<file path="src/rtl/vga_rd_arbiter.sv">
// Two-master AXI4 read arbiter: CPU on port 0, VGA on port 1.
// Whole bursts are granted round-robin; beat count is checked against arlen.
module vga_rd_arbiter #(
  parameter int ADDR_W = 32,
  parameter int DATA_W = 64,
  parameter int ID_W   = 4
) (
  input  logic              clock,
  input  logic              reset,
  input  logic              s0_arvalid,
  input  logic [ADDR_W-1:0] s0_araddr,
  input  logic [ID_W-1:0]   s0_arid,
  input  logic [7:0]        s0_arlen,
  input  logic [2:0]        s0_arsize,
  input  logic [1:0]        s0_arburst,
  output logic              s0_arready,
  output logic              s0_rvalid,
  output logic [1:0]        s0_rresp,
  output logic [DATA_W-1:0] s0_rdata,
  output logic              s0_rlast,
  output logic [ID_W-1:0]   s0_rid,
  input  logic              s0_rready,
  input  logic              s1_arvalid,
  input  logic [ADDR_W-1:0] s1_araddr,
  input  logic [ID_W-1:0]   s1_arid,
  input  logic [7:0]        s1_arlen,
  input  logic [2:0]        s1_arsize,
  input  logic [1:0]        s1_arburst,
  output logic              s1_arready,
  output logic              s1_rvalid,
  output logic [1:0]        s1_rresp,
  output logic [DATA_W-1:0] s1_rdata,
  output logic              s1_rlast,
  output logic [ID_W-1:0]   s1_rid,
  input  logic              s1_rready,
  output logic              m_arvalid,
  output logic [ADDR_W-1:0] m_araddr,
  output logic [ID_W-1:0]   m_arid,
  output logic [7:0]        m_arlen,
  output logic [2:0]        m_arsize,
  output logic [1:0]        m_arburst,
  input  logic              m_arready,
  input  logic              m_rvalid,
  input  logic [1:0]        m_rresp,
  input  logic [DATA_W-1:0] m_rdata,
  input  logic              m_rlast,
  input  logic [ID_W-1:0]   m_rid,
  output logic              m_rready,
  output logic              grant,
  output logic              busy,
  output logic              len_err
);

  typedef enum logic [1:0] {
    S_IDLE,
    S_AR,
    S_R
  } state_t;

  state_t     r_state;
  state_t     w_state_nx;
  logic       r_grant;
  logic       w_grant_nx;
  logic       r_last_grant;
  logic [8:0] r_beat_cnt;
  logic [7:0] r_len_q;
  logic       r_len_err;

  logic       w_sel_arvalid;
  logic [7:0] w_sel_arlen;
  logic       w_sel_rready;
  logic       w_in_ar;
  logic       w_in_r;
  logic       w_ar_hs;
  logic       w_r_hs;
  logic       w_len_bad;

  assign w_sel_arvalid = r_grant ? s1_arvalid : s0_arvalid;
  assign w_sel_arlen   = r_grant ? s1_arlen   : s0_arlen;
  assign w_sel_rready  = r_grant ? s1_rready  : s0_rready;

  assign w_in_ar = (r_state == S_AR);
  assign w_in_r  = (r_state == S_R);
  assign w_ar_hs = w_in_ar & w_sel_arvalid & m_arready;
  assign w_r_hs  = w_in_r & m_rvalid & w_sel_rready;

  // early rlast, or a non-last beat where the final one was due
  assign w_len_bad = m_rlast ? (r_beat_cnt != {1'b0, r_len_q})
                             : (r_beat_cnt == {1'b0, r_len_q});

  assign grant   = r_grant;
  assign busy    = (r_state != S_IDLE);
  assign len_err = r_len_err;

  always_comb begin
    w_state_nx = r_state;
    w_grant_nx = r_grant;
    unique case (r_state)
      S_IDLE: begin
        if (s0_arvalid | s1_arvalid) begin
          w_state_nx = S_AR;
          if (s0_arvalid & s1_arvalid) begin
            w_grant_nx = ~r_last_grant;
          end else begin
            w_grant_nx = s1_arvalid;
          end
        end
      end
      S_AR: begin
        if (w_ar_hs) w_state_nx = S_R;
      end
      S_R: begin
        if (w_r_hs & m_rlast) w_state_nx = S_IDLE;
      end
      default: w_state_nx = S_IDLE;
    endcase
  end

  always_comb begin
    m_arvalid  = 1'b0;
    m_araddr   = '0;
    m_arid     = '0;
    m_arlen    = '0;
    m_arsize   = '0;
    m_arburst  = '0;
    s0_arready = 1'b0;
    s1_arready = 1'b0;
    m_rready   = 1'b0;
    s0_rvalid  = 1'b0;
    s0_rresp   = '0;
    s0_rdata   = '0;
    s0_rlast   = 1'b0;
    s0_rid     = '0;
    s1_rvalid  = 1'b0;
    s1_rresp   = '0;
    s1_rdata   = '0;
    s1_rlast   = 1'b0;
    s1_rid     = '0;
    if (w_in_ar) begin
      m_arvalid = w_sel_arvalid;
      m_araddr  = r_grant ? s1_araddr  : s0_araddr;
      m_arid    = r_grant ? s1_arid    : s0_arid;
      m_arlen   = w_sel_arlen;
      m_arsize  = r_grant ? s1_arsize  : s0_arsize;
      m_arburst = r_grant ? s1_arburst : s0_arburst;
      if (r_grant) s1_arready = m_arready;
      else         s0_arready = m_arready;
    end
    if (w_in_r) begin
      m_rready = w_sel_rready;
      if (r_grant) begin
        s1_rvalid = m_rvalid;
        s1_rresp  = m_rresp;
        s1_rdata  = m_rdata;
        s1_rlast  = m_rlast;
        s1_rid    = m_rid;
      end else begin
        s0_rvalid = m_rvalid;
        s0_rresp  = m_rresp;
        s0_rdata  = m_rdata;
        s0_rlast  = m_rlast;
        s0_rid    = m_rid;
      end
    end
  end

  always_ff @(posedge clock) begin
    if (reset) begin
      r_state      <= S_IDLE;
      r_grant      <= 1'b0;
      r_last_grant <= 1'b0;
      r_beat_cnt   <= '0;
      r_len_q      <= '0;
      r_len_err    <= 1'b0;
    end else begin
      r_state <= w_state_nx;
      r_grant <= w_grant_nx;
      if (w_ar_hs) begin
        r_len_q    <= w_sel_arlen;
        r_beat_cnt <= '0;
      end
      if (w_r_hs) begin
        if (r_beat_cnt != 9'h1ff) r_beat_cnt <= r_beat_cnt + 9'd1;
        if (m_rlast)              r_last_grant <= r_grant;
        if (w_len_bad)            r_len_err <= 1'b1;
      end
    end
  end

endmodule

</file>
<file path="config.mk">
export PLATFORM = sky130hd
export DESIGN_NAME = vga_rd_arbiter
export DESIGN_NICKNAME = d
export VERILOG_FILES = /design/src/rtl/vga_rd_arbiter.sv
export SDC_FILE = /design/constraint.sdc
export NUM_CORES = 1
export LEC_CHECK = 0
export CAP_MARGIN = 0
export CORE_AREA = 4 4 145 147
export DETAILED_ROUTE_END_ITERATION = 6
export DIE_AREA = 0 0 149 151
export PLACE_DENSITY = 0.55
export REMOVE_ABC_BUFFERS = 1
export SLEW_MARGIN = 20
export SYNTH_ARGS = -nofsm -noshare
export SYNTH_HDL_FRONTEND = slang
export SYNTH_SLANG_ARGS = --single-unit
export TNS_END_PERCENT = 1
</file>
<file path="constraint.sdc">
create_clock -name clock -period 1.99 [get_ports clock]
set_clock_uncertainty 0.15 [all_clocks]
set_input_delay 0.2985 -clock clock [delete_from_list [all_inputs] [get_ports clock]]
set_output_delay 0.2985 -clock clock [all_outputs]
set_load 0.05 [all_outputs]
</file>
Yosys cells after proc, flatten, opt, wreduce, memory -nomap -nowiden
Index checks and enable logic that the tools add are counted.
{"block": "op_classes", "addsub": 1, "n_mul": 0, "div_mod_pow": 0, "order_cmp": 0, "n_eq_ne": 8, "shift": 0, "muxes": 47, "bitwise_logic": 8, "n_reduce_logical": 6}
{"cell": "64-bit 2-to-1 mux", "count": 4}
{"cell": "32-bit 2-to-1 mux", "count": 2}
{"cell": "9-bit 2-to-1 mux", "count": 3}
{"cell": "4-bit 2-to-1 mux", "count": 6}
{"cell": "1-bit 2-to-1 mux", "count": 18}
{"cell": "2-bit 2-to-1 mux", "count": 9}
{"cell": "8-bit 2-to-1 mux", "count": 2}
{"cell": "9-bit by 1-bit adder with 9-bit output (second input constant)", "count": 1}
{"cell": "9-bit by 8-bit == test with 1-bit output", "count": 1}
{"cell": "9-bit by 8-bit != test with 1-bit output", "count": 1}
{"cell": "9-bit != test (second input constant)", "count": 1}
{"cell": "1-bit AND", "count": 6}
{"cell": "3-bit 2-to-1 mux", "count": 2}
{"cell": "2-bit case mux with 3 select lines", "count": 1}
{"cell": "2-bit AND reduction", "count": 3}
{"cell": "2-bit by 1-bit != test with 1-bit output (second input constant)", "count": 2}
{"cell": "3-bit AND reduction", "count": 1}
{"cell": "2-bit by 1-bit == test with 1-bit output (second input constant)", "count": 1}
{"cell": "2-bit == test (second input constant)", "count": 1}
{"cell": "2-bit logical NOT", "count": 1}
{"cell": "2-bit != test (second input constant)", "count": 1}
{"cell": "2-bit nonzero test", "count": 1}
{"cell": "1-bit NOT", "count": 1}
{"cell": "1-bit OR", "count": 1}
{"block": "word_totals", "ff_bits": 22, "latch_bits": 0, "mem_bits_rw": 0, "rom_bits": 0, "in_bits": 177, "out_inout_bits": 200, "elab_cells": 76, "memories": 0}

Logic depth before layout (Yosys ltp)
{"block": "logic_depth", "word_depth": 6, "depth_mapped": 8, "ltp_nobuf": 7}

Worst setup path before layout
No wires, ideal clock.
{"block": "synth_timing", "path_type": "flip-flop to output port", "startpoint": "register r_grant, in the netlist grant", "endpoint": "output m_araddr[23]", "arrival_time_ps": 2120, "required_time_ps": 1541, "setup_slack_ps": -579, "stages_incl_launch_ff": 5, "path_buffers": 2, "path_cell_list": "dfxtp_1 buf_2 buf_1 mux2i_1 nor2_1"}
{"block": "synth_between", "elab_chain_cells": 2}
{"item": "from (decl)", "line": "62", "rtl": "logic r_grant;"}
{"item": "from (signal assigned)", "line": "177", "rtl": "r_grant <= w_grant_nx;"}
{"item": "32-bit 2-to-1 mux", "line": "141", "rtl": "m_araddr = r_grant ? s1_araddr : s0_araddr;"}
{"item": "32-bit 2-to-1 mux", "line": "139", "rtl": "if (w_in_ar) begin"}
{"item": "to (decl)", "line": "37", "rtl": "output logic [ADDR_W-1:0] m_araddr,"}
No other way between the ends.

Final worst setup path
{"block": "layout_timing", "startpoint": "register r_state[0]", "endpoint": "output s0_rdata[42]"}
{"block": "layout_between", "elab_chain_cells": 2}
{"item": "from (decl)", "line": "60", "rtl": "state_t r_state;"}
{"item": "from (signal assigned)", "line": "176", "rtl": "r_state <= w_state_nx;"}
{"item": "2-bit == test", "line": "83", "rtl": "assign w_in_r = (r_state == S_R);"}
{"item": "64-bit 2-to-1 mux", "line": "149", "rtl": "if (w_in_r) begin"}
{"item": "to (decl)", "line": "19", "rtl": "output logic [DATA_W-1:0] s0_rdata,"}
No other way between the ends.

==> flow_summary.toml <==
[synthesis]
yosysWarnings = 0
synth_cells = 401
ys_seq_area_share_pct = 15.8
syn_avg_cell_area_um2 = 6.97
mappedNetlistArea_um2 = 2800
ys_types = 37
ys_seq_elements = 22

[critical_path]
required_ps = 1540
crit_type = "reg -> out"
crit_chain = "nand2b_4, nor2_4, buf_4, buf_12, and2_1, buf_6"
slowest_stage = "dfxtp_1"
crit_arrival_ps = 1520
crit_path_start_kind = "register"
crit_path_max_incr_delay_ps = 320
path_max_fanout = 21
crit_path_end_kind = "output port"

[power_and_ir_drop]
peakVddDrop_uv = 380
swShare_pct = 38.6
intPower_mw = 1.88
clkPwrFrac_pct = 18.6
leakagePower_nw = 3.74
p_seq_share_pct = 15.4
combPwrFrac_pct = 66.1
power.switching_mw = 1.18
powerDensity_nw_per_um2 = 333

[sta]
tightest_slew_ps = 407
setup_ws_ps = 23.4
slew_headroom_pct = 72.7
whs_ps = 363
finalSetupViolations = 0
slew_violations = 0
min_period_ps = 1970
hold_violations = 0
fmax_mhz = 508
rsz0062_at_grt = "true"
fin_crit_sh_pct = 98.8

[layout]
finish.instance_area_um2 = 9190
nets = 983
fin_util_pct = 46.2
fill_cells = 1907
drive_gt1_share_pct = 47.2
syn_to_final_growth_pct = 229
antenna_cells = 0

[route]
drcViolationCount = 0
viasPerCell = 4.03
firstDrtPassIters = 4
via_count = 4322
antenna_left = 0
wl_per_cell_um = 18.8
wl_um = 20100
drt_iter0_drc = 91

[global_route]
grt-busiest-layer = "met2"
grt-ovfl-total = 0
gr-usage-all-layers_pct = 15.1
antenna_found_initial = 3
use_met1_pct = 16.9
grt_max_degree = 50
grt_pass1_vias = 3983
grt_first_pass_wirelength_um = 25700
grt_use_met3_pct = 5.30
use_met2_pct = 28.4

[floorplan]
dieHeight_um = 151
placementRows = 52
core_um2 = 19900
die-area_um2 = 22500
pin_count = 377
initial_core_util_pct = 14.0
dieWidth_um = 149

[clocking]
clock_path_buffers = 2
cts_made_buffers = 3
cts_hold_buf = 0
cts.htree.levels = 1
cts.sinks = 22
clk_pin_slew_ps = 60
tritoncts = "built"
root_buffer = "clkbuf_16"
worstSkewPairLatency_ps = 260

[flow_run]
drv_cap = 0

[placed_design]
place.port_buffers = 376
dp_worst_setup_slack_ps = -91.4
dp_hpwl_um = 16000
placed_cell_area_um2 = 8200
gp_congestion = 0.846

[hold_path]
hold_path_class = "reg -> reg"

[outcome]
status = "finished clean"
-- routing by layer --
metal  vias up  wire length [um]
met4         6               288
li1       2127                 -
met5         -                42
met1      1922              7430
met2       243             10400
met3        24              1950
-- critical path: cells and delay by family, from the launching register on --
kind | cells | cell delay (ps)
simple gates | 3 | 470
flops | 1 | 320
buf+inv | 3 | 460
-- final cells by class --
type                            instances  area, um2  share of cell area [%]
Sequential cell                        22        445                    4.84
Multi-Input combinational cell        345       2610                    28.3
Clock buffer                            3       75.1                   0.817
Inverter                                3       11.3                   0.122
Tap cell                              270        338                    3.67
Timing Repair Buffer                  429       5690                    61.9
Clock inverter                          1       30.0                   0.327
-- logic make-up (layout without fill, tap and decap cells) --
logic type | after synthesis | after routing | share of synthesized area, %
buf+inv | 34 | 436 | 4.92
xor+xnor | 9 | 9 | 2.82
mux | 53 | 53 | 19.0
fa+ha+maj | 2 | 2 | 0.895
simple gates | 257 | 257 | 50.9
compound gates | 24 | 24 | 5.69
flops | 22 | 22 | 15.8
-- sequential cells by signal, indices dropped and copies added (netlist names) --
register,cells
r_state,2
len_err,1
r_len_q,8
r_beat_cnt,9
r_last_grant,1
grant,1
-- cell usage after synthesis --
cell type | count | share of area [%]
xor2_1 | 8 | 2.5
dfxtp_1 | 22 | 16
or2_2 | 1 | 0.22
buf_2 | 8 | 1.4
clkbuf_1 | 21 | 2.8
or3b_1 | 1 | 0.31
o21ai_1 | 2 | 0.36
a211oi_1 | 8 | 2.1
o21a_1 | 1 | 0.27
nor3b_1 | 1 | 0.27
nand2b_1 | 5 | 1.1
xnor2_1 | 1 | 0.31
nor2b_1 | 1 | 0.22
nand3_1 | 10 | 1.8
nor3_1 | 3 | 0.54
mux2_2 | 1 | 0.40
o22ai_1 | 1 | 0.22
nand4_1 | 2 | 0.45
nand2_1 | 6 | 0.81
or4b_1 | 1 | 0.36
a32oi_1 | 1 | 0.31
ha_1 | 2 | 0.90
and2_1 | 145 | 32
a311oi_1 | 2 | 0.63
o211ai_1 | 1 | 0.27
a21oi_1 | 7 | 1.3
nor3_2 | 1 | 0.36
and3_1 | 4 | 0.90
or4_1 | 1 | 0.27
mux2i_1 | 52 | 19
a31oi_1 | 1 | 0.22
buf_1 | 2 | 0.27
nor2_1 | 67 | 9.0
nand3b_1 | 1 | 0.27
or3_1 | 3 | 0.67
nor4_1 | 4 | 0.90
inv_1 | 3 | 0.40
-- final timing paths --
check | to | slack (ps) | cells past startpoint | from
max reg2reg | r_beat_cnt[4] | 50 | 7 | r_beat_cnt[1]
max | s0_rdata[42] | 20 | 6 | r_state[0]
min reg2reg | r_len_q[6] | 360 | 2 | r_len_q[6]
min | r_len_q[6] | 360 | 2 | r_len_q[6]
-- through the flow --
step	setup TNS, ps	instances	power [mW]
3_3_place_gp	-104	1054	2.31
2_1_floorplan	-536220	370	1.26
5_1_grt	-1770	1073	3.19
6_report	0	1073	3.06
4_1_cts	-176	1060	2.92
3_5_place_dp	-153	1054	2.32
-- power by group through the flow --
stage	Sequential (mW)	Combinational [mW]	Clock, mW
2_1_floorplan	0.518	0.738	0
3_3_place_gp	0.484	1.83	0
3_5_place_dp	0.485	1.83	0
4_1_cts	0.472	1.86	0.588
5_1_grt	0.473	2.12	0.603
6_report	0.470	2.02	0.569
-- layout by cell type (no fill, tap or decap), types with 3 or more instances in the layout --
cell and n:
dfxtp_1 20, and2_4 50, inv_1 3, mux2i_4 4, and2_1 95, nor2_1 16, nand3_1 9, and3_1 4
mux2i_1 43, buf_6 71, nor2_4 4, clkdlybuf4s50_1 176, buf_12 131, nor4_1 4, xor2_1 8, nor3_1 3
a21oi_1 7, clkbuf_16 8, mux2i_2 5, nand2_1 6, nand2b_1 3, buf_4 43, a211oi_1 8, nor2_2 47
-- what timing repair did --
action / CTS / global route
pin swaps: 1 / 3
setup buffers: 2 / 6
endpoints found under the setup margin: 160 / 183
cloned: 0 / 7
resized for setup: 14 / 190
Power figures use the tool's default switching activity.
